### config.mk
export PLATFORM = sky130hd
export DESIGN_NAME = pipe_stage_skid
export DESIGN_NICKNAME = d
export VERILOG_FILES = /design/src/rtl/pipe_stage_skid.sv
export SDC_FILE = /design/constraint.sdc
export NUM_CORES = 1
export LEC_CHECK = 0
export CORE_ASPECT_RATIO = 1.75
export CORE_MARGIN = 2
export CORE_UTILIZATION = 54
export DETAILED_ROUTE_END_ITERATION = 6
export PLACE_DENSITY = 0.94
export SYNTH_ARGS = -nofsm -noshare
export SYNTH_HDL_FRONTEND = slang
export SYNTH_SLANG_ARGS = --single-unit
### constraint.sdc
create_clock -name clk -period 3.4 [get_ports clk]
set_input_delay 0.51 -clock clk [delete_from_list [all_inputs] [get_ports clk]]
set_output_delay 0.51 -clock clk [all_outputs]
set_load 0.01 [all_outputs]
### src/rtl/pipe_stage_skid.sv
`default_nettype none
// ============================================================================
// Module   : pipe_stage_skid
// Purpose  : Elastic pipeline-stage register with a 2-entry skid buffer,
//            flush-to-bubble and a saturating backpressure counter.
// Revision : 1.0 - initial release
// ============================================================================
module pipe_stage_skid #(
    parameter int                DATA_W      = 64,
    parameter logic [DATA_W-1:0] BUBBLE_DATA = {32'h0, 32'h00000013},
    parameter int                CNT_W       = 16
) (
    input  logic              clk,
    input  logic              rst_n,
    input  logic              flush,
    input  logic              in_valid,
    output logic              in_ready,
    input  logic [DATA_W-1:0] in_data,
    output logic              out_valid,
    input  logic              out_ready,
    output logic [DATA_W-1:0] out_data,
    output logic [1:0]        occupancy,
    input  logic              cnt_clr,
    output logic [CNT_W-1:0]  bp_cnt
);

    typedef enum logic [1:0] {
        S_EMPTY = 2'd0,
        S_ONE   = 2'd1,
        S_TWO   = 2'd2
    } state_t;

    localparam logic [CNT_W-1:0] c_CNT_MAX = {CNT_W{1'b1}};

    state_t            r_state;
    state_t            w_state_nxt;
    logic [DATA_W-1:0] r_main;
    logic [DATA_W-1:0] w_main_nxt;
    logic [DATA_W-1:0] r_skid;
    logic [DATA_W-1:0] w_skid_nxt;
    logic              r_in_ready;
    logic [CNT_W-1:0]  r_bp_cnt;
    logic              w_push;
    logic              w_pop;

    assign out_valid = (r_state != S_EMPTY);
    assign out_data  = r_main;
    assign in_ready  = r_in_ready;
    assign bp_cnt    = r_bp_cnt;
    assign w_push    = in_valid & r_in_ready;
    assign w_pop     = out_valid & out_ready;

    always_ff @(posedge clk or negedge rst_n) begin
        if (!rst_n) begin
            r_state    <= S_EMPTY;
            r_main     <= BUBBLE_DATA;
            r_skid     <= BUBBLE_DATA;
            r_in_ready <= 1'b1;
        end else begin
            r_state    <= w_state_nxt;
            r_main     <= w_main_nxt;
            r_skid     <= w_skid_nxt;
            // Registered from next state so in_ready has no path from out_ready
            r_in_ready <= (w_state_nxt != S_TWO);
        end
    end

    always_comb begin
        w_state_nxt = r_state;
        w_main_nxt  = r_main;
        w_skid_nxt  = r_skid;
        if (flush) begin
            w_state_nxt = S_EMPTY;
            w_main_nxt  = BUBBLE_DATA;
            w_skid_nxt  = BUBBLE_DATA;
        end else begin
            case (r_state)
                S_EMPTY: begin
                    if (w_push) begin
                        w_state_nxt = S_ONE;
                        w_main_nxt  = in_data;
                    end
                end
                S_ONE: begin
                    case ({w_push, w_pop})
                        2'b11: w_main_nxt = in_data;
                        2'b10: begin
                            w_state_nxt = S_TWO;
                            w_skid_nxt  = in_data;
                        end
                        2'b01: begin
                            w_state_nxt = S_EMPTY;
                            w_main_nxt  = BUBBLE_DATA;
                        end
                        default: ;
                    endcase
                end
                S_TWO: begin
                    if (w_pop) begin
                        w_state_nxt = S_ONE;
                        w_main_nxt  = r_skid;
                        w_skid_nxt  = BUBBLE_DATA;
                    end
                end
                default: begin
                    w_state_nxt = S_EMPTY;
                    w_main_nxt  = BUBBLE_DATA;
                    w_skid_nxt  = BUBBLE_DATA;
                end
            endcase
        end
    end

    always_comb begin
        occupancy = 2'd0;
        case (r_state)
            S_ONE:   occupancy = 2'd1;
            S_TWO:   occupancy = 2'd2;
            default: occupancy = 2'd0;
        endcase
    end

    always_ff @(posedge clk or negedge rst_n) begin
        if (!rst_n) begin
            r_bp_cnt <= '0;
        end else if (cnt_clr) begin
            r_bp_cnt <= '0;
        end else if (out_valid && !out_ready && (r_bp_cnt != c_CNT_MAX)) begin
            r_bp_cnt <= r_bp_cnt + 1'b1;
        end
    end

endmodule
`default_nettype wire
==> results of run 1 <==
-- critical path, cell delays in order (launching register included) --
cell and delay (ns):
dfrtp_1 0.71, nor2b_1 0.31, nor3_1 0.14, o21ai_4 0.92, buf_4 0.43, o21ai_1 0.14
-- logic make-up after synthesis --
logic type | after synthesis | share of synthesized area [%]
compound gates | 235 | 21.5
fa+ha+maj | 2 | 0.381
buf+inv | 64 | 4.68
flops | 147 | 56.1
mux | 4 | 0.666
simple gates | 251 | 16.6
-- area by class of cell --
type,instances,area [sq um]
Antenna cell,2,5.00
Clock buffer,22,454
Clock inverter,9,179
Fill cell,817,3120
Inverter,13,48.8
Multi-Input combinational cell,492,2610
Sequential cell,147,3690
Tap cell,137,171
Timing Repair Buffer,168,1660
-- worst min path at each step --
stage                     cells past startpoint                    start                 endpoint
final                                         1                    rst_n   bp_cnt[14]$_DFFE_PN0P_
after global routing                          1                    rst_n   bp_cnt[13]$_DFFE_PN0P_
after CTS                                     1                    rst_n   bp_cnt[14]$_DFFE_PN0P_
after detailed placement                      2  out_data[4]$_DFFE_PN1P_  out_data[4]$_DFFE_PN1P_
after global placement                        2  out_data[4]$_DFFE_PN1P_  out_data[4]$_DFFE_PN1P_
after floorplan                               0                    rst_n    bp_cnt[0]$_DFFE_PN0P_
-- metrics by stage --
stage | hold slack [ns] | power (uW) | setup WS [ns]
after floorplan | 0.214 | 2260 | 1.31
after global placement | 0.448 | 2610 | 0.595
after detailed placement | 0.450 | 2630 | 0.430
after CTS | 0.122 | 4650 | 0.579
after global routing | 0.128 | 4790 | 0.377
final | 0.0841 | 4620 | 0.586
-- layer usage --
metal | vias to the layer above | part of all wire, % | GRT usage [%]
met2 | 238 | 54 | 48.6
li1 | 2730 | - | -
met5 | - | 0 | 0
met4 | 0 | 4.6 | 15.5
met3 | 63 | 5.7 | 7.39
met1 | 2818 | 36 | 32.5
-- flip-flops by register name (all words and copies together), names as in the netlist --
| name | count |
|---|---|
| out_data | 64 |
| bp_cnt | 16 |
| r_skid | 64 |
| in_ready | 1 |
| r_state | 2 |
-- report_power, final --
group	total, uW	internal, uW	switching [uW]
Combinational	661	310	352
Clock	2010	1320	698
Sequential	1950	1870	77.4
-- cell usage in the layout, fill, tap and decap left out, types with 5 or more instances in the layout --
cell             netlist  routed
nand4_1                5       5
clkdlybuf4s50_1        0     152
nand3_1                5       5
nor2b_1                6       5
nand2_1              194     194
clkbuf_16              0      17
a22oi_1               60      60
o21ai_0                9       9
dfrtp_1              140     140
buf_4                  2      14
dfstp_2                7       7
nor3_1                 7       7
inv_1                 12      12
o21ai_1              121     121
nor2_1                12      12
bufinv_16              0       5
a21oi_1               19      19
==> summary.txt, run 1 <==
Die
  – Initial Utilization: 55.1%
  – FP Rows: 53
  – Core Region: 0.0119 sq mm
  – Chip width: 87.4 um
  – Io pins: 154
  – Die Y: 150 um
  – Die Footprint: 0.0131 sq mm

Logic synthesis
  – YS warnings: 0
  – Mapped Area: 0.00657 sq mm
  – Synth area leader: dfrtp_1
  – Asr flop ratio synth: 100%
  – Synth unique cells: 50
  – Post-Syn Instances: 703
  – Number of synthesized flops with an enable pin: 0
  – Post-synthesis register bit count: 147
  – Yosys top cell area share: 53.3%
  – Register area share after synthesis: 56.1%
  – Mean Syn Cell Area: 9.35 sq um
  – Ys flop type: dfrtp_1
  – Top-count cell post-synth: nand2_1
  – Top cells by count, synth: nand2_1 (194), dfrtp_1 (140), o21ai_1 (121), a22oi_1 (60), buf_2 (32)
  – Synth top area cells: dfrtp_1 (53%), nand2_1 (11%), o21ai_1 (9.2%), a22oi_1 (6.9%), dfstp_2 (2.8%)
  – Syn_nets: 775

Job
  – Reported max-cap violation count: 0

Clock tree
  – Clk Tree Root Cell: clkbuf_16
  – Sink count of the clock tree: 147
  – H-tree Lvls: 4
  – CTS resizes: 0
  – CTS tree: done
  – CTS Buffer Depth: 2
  – CTS Hold Bufs: 0
  – Post-CTS Setup Inserts: 0
  – Worst-skew pair later-pin latency: 0.42 ns
  – Worst-path clk slew: 0.06 ns
  – Cts bufs inserted: 17

STA
  – Max_slew headroom: 25.4%
  – Final max-slew violation count: 0
  – Period utilization: 82.8%
  – RSZ-0062 raised after global routing: no
  – Final setup TNS: 0 ns
  – Final Hold Fails: 0
  – Clock skew: 0.00861 ns
  – Final min period: 2.81 ns
  – Worst-margin pin slew: 1.11 ns
  – Setup violators final: 0
  – Fmax: 0.355 GHz

Critical path
  – Startpoint Class: register
  – Reg2Reg Setup Slack: 0.59 ns
  – Crit Path Category: reg -> reg
  – Reg2Reg Depth: 5
  – Critical Path Sink Type: register
  – Critical Path AT: 3.10 ns
  – Worst Setup SP: r_state[1]$_DFF_PN0_
  – Max FO, Critical Path: 41
  – Worst setup path end: out_data[23]$_DFFE_PN0P_
  – Critical R2R Launch: r_state[1]$_DFF_PN0_
  – Worst Path Required: 3.69 ns
  – Worst reg2reg endpoint: out_data[23]$_DFFE_PN0P_

Global route
  – Number of global-route vias before repair: 6079
  – Initial antenna violation count: 2
  – Gr usage total: 28.7%
  – Largest net degree at the start of global routing: 75
  – Remaining Overflow, GRT: 0
  – First-pass GRT wire length: 29100 um

Detailed routing
  – Total vias in the final route: 5849
  – Post-route ant nets: 0
  – Final WL: 17900 um
  – Pre-antenna DRT Iters: 6
  – Via/cell ratio: 5.91
  – WL per Instance: 18.1 um
  – Residual DRC: 0
  – DRT iter0 DRCs: 522

Status
  – Status: completed

Placed design
  – DPL Wire Length: 11700 um
  – Placed insts: 957
  – Placed cell areas: 0.00818 sq mm
  – Final Wtd Congestion: 0.890
  – Port Buf Inserts: 153

Power
  – VDD IR-drop max: 0.364 mV
  – P_leak: 0.00377 uW
  – Power Density: 524 mW/mm^2

Finish
  – Ratio of cells with drive above 1 in the final layout: 8.23%
  – Nets: 911
  – Design area: 0.00881 sq mm
  – Area delta synth->final: 34.1%
  – Non-filler cells, final: 990
  – Util after Layout: 73.8%

Worst hold path
  – Hold crit path type: in -> async
Note: power is estimated with default switching activity, not from simulation.
==> inputs of run 2 (changes only) <==
--- a/config.mk
+++ b/config.mk
@@ -7,9 +7,9 @@
 export LEC_CHECK = 0
 export CORE_ASPECT_RATIO = 1.75
 export CORE_MARGIN = 2
-export CORE_UTILIZATION = 54
+export CORE_UTILIZATION = 50
 export DETAILED_ROUTE_END_ITERATION = 6
-export PLACE_DENSITY = 0.94
+export PLACE_DENSITY = 0.88
 export SYNTH_ARGS = -nofsm -noshare
 export SYNTH_HDL_FRONTEND = slang
 export SYNTH_SLANG_ARGS = --single-unit
==> constraint.sdc (replaced) <==
create_clock -name clk -period 2.93 [get_ports clk]
set_input_delay 0.4395 -clock clk [delete_from_list [all_inputs] [get_ports clk]]
set_output_delay 0.4395 -clock clk [all_outputs]
set_load 0.01 [all_outputs]
==> run 2 against run 1 <==
Net effect: non-clock buffer count shrank 1; clock skew down 0.00084 ns; highest routed layer unchanged; the run now ends with hold timing left; sequential share of layout area fell by 0.50 points; combinational power rose by 16%; critical path depth shrank 3; critical path type is now reg -> out; largest power group unchanged.
==> summary.txt, run 2 (synthesized netlist as in run 1, its figures left out) <==
STA
  – Worst-margin pin slew: 0.703 ns
  – Final Hold Fails: 6
  – Fmax: 0.388 GHz
  – Final setup TNS: 0 ns
  – Clock skew: 0.00777 ns
  – Final min period: 2.58 ns
  – Setup violators final: 0
  – Final max-slew violation count: 0
  – Hold Slack: -0.0288 ns
  – RSZ-0062 raised after global routing: no
  – Period utilization: 88.0%
  – Max_slew headroom: 53.1%

Die
  – Chip width: 90.7 um
  – Die Y: 156 um
  – Die Footprint: 0.0141 sq mm
  – Initial Utilization: 51.1%
  – FP Rows: 55
  – Core Region: 0.0129 sq mm
  – Io pins: 154

Critical path
  – Worst Path Required: 2.49 ns
  – Max FO, Critical Path: 15
  – Startpoint Class: register
  – Critical Path AT: 2.14 ns
  – Crit Path Category: reg -> out
  – Critical Path Sink Type: output port

Detailed routing
  – DRT iter0 DRCs: 423
  – Met3 Wirelength: 764 um
  – Wire length on met1: 6450 um
  – Routed wl met2: 9050 um
  – Total vias in the final route: 5740
  – Final WL: 16900 um
  – Pre-antenna DRT Iters: 5
  – Highest Signal Layer: met4
  – Post-route ant nets: 0
  – WL per Instance: 16.5 um
  – Via/cell ratio: 5.61
  – Residual DRC: 0

Placed design
  – Port Buf Inserts: 153
  – Placed cell areas: 0.00824 sq mm
  – DPL Wire Length: 11300 um
  – Final Wtd Congestion: 0.892

Finish
  – Nets: 910
  – Area delta synth->final: 35.7%
  – Ratio of cells with drive above 1 in the final layout: 8.58%
  – Most frequent cells in the layout: nand2_1 (194), clkdlybuf4s50_1 (152), dfrtp_1 (140), o21ai_1 (121), a22oi_1 (60)
  – Design area: 0.00892 sq mm
  – Most common cell after layout, fill and taps aside: nand2_1

Clock tree
  – CTS resizes: 0
  – Sink count of the clock tree: 147
  – H-tree Lvls: 4
  – CTS Buffer Depth: 2
  – Worst-path clk slew: 0.06 ns
  – CTS tree: done
  – Clk Tree Root Cell: clkbuf_16
  – Worst-skew pair later-pin latency: 0.41 ns
  – CTS Hold Bufs: 0
  – Post-CTS Setup Inserts: 0
  – Cts bufs inserted: 17

Status
  – Failing checks: hold timing
  – Status: complete, but fails checks

Power
  – Pwr Total: 5510 uW
  – VDD IR-drop max: 0.492 mV
  – Power Density: 618 mW/mm^2
  – P_leak: 0.00380 uW

Job
  – Reported max-cap violation count: 0

Worst hold path
  – Hold crit path type: in -> async

Global route
  – Remaining Overflow, GRT: 0
  – Number of global-route vias before repair: 5709
  – Initial antenna violation count: 1
  – First-pass GRT wire length: 28300 um
  – Gr usage total: 25.0%
  – Largest net degree at the start of global routing: 64
run 2: layout make-up:
cell class	instances	area [sq um]
clock buffer	20	457
inverter	13	48.8
clock inverter	12	226
antenna	1	2.50
tap	171	214
multi-input combinational	492	2610
fill	980	3950
timing repair buffer	167	1680
sequential	147	3690
run 2: power breakdown:
| group | leakage [uW] | switching, uW | internal, uW |
|---|---|---|---|
| registers | 0.00198 | 82.2 | 2170 |
| logic | 0.00149 | 400 | 364 |
| clock network | 0.000327 | 848 | 1650 |
| total | 0.00380 | 1330 | 4180 |
run 2: worst paths after layout:
| path | startpoint | endpoint | slack, ns | cells after the start |
|---|---|---|---|---|
| worst max-delay path | r_state[0]$_DFF_PN0_ | occupancy[0] | 0.35 | 2 |
| worst min-delay path | rst_n | bp_cnt[12]$_DFFE_PN0P_ | -0.03 | 1 |
| worst max register to register | r_state[1]$_DFF_PN0_ | r_skid[40]$_DFFE_PN0P_ | 0.61 | 8 |
| worst min register to register | out_data[4]$_DFFE_PN1P_ | out_data[4]$_DFFE_PN1P_ | 0.46 | 2 |
| min in group clk | out_data[4]$_DFFE_PN1P_ | out_data[4]$_DFFE_PN1P_ | 0.46 | 2 |
| max in group asynchronous | rst_n | r_skid[5]$_DFFE_PN0P_ | 2.13 | 2 |
run 2: per-layer routing:
layer  vias up  global-route usage [%]
met5         -                       0
met4         0                    12.0
met3        43                    5.51
met2       174                    42.8
met1      2794                    29.8
li1       2729                       -
run 2: critical path, cell delays in order (launching register included):
cell,delay [ns]
dfrtp_1,0.71
nor2b_1,0.38
clkdlybuf4s50_1,0.63
run 2: per-stage QoR:
step	utilization (%)	std cells	hold slack, ns	setup slack, ns
after floorplan	-	703	0.144	0.843
after global placement	64.0	990	0.445	0.508
after detailed placement	64.0	990	0.450	0.360
after CTS	69.3	1022	0.00912	0.344
after global routing	69.3	1023	0.0193	0.231
final	69.3	1023	-0.0288	0.350
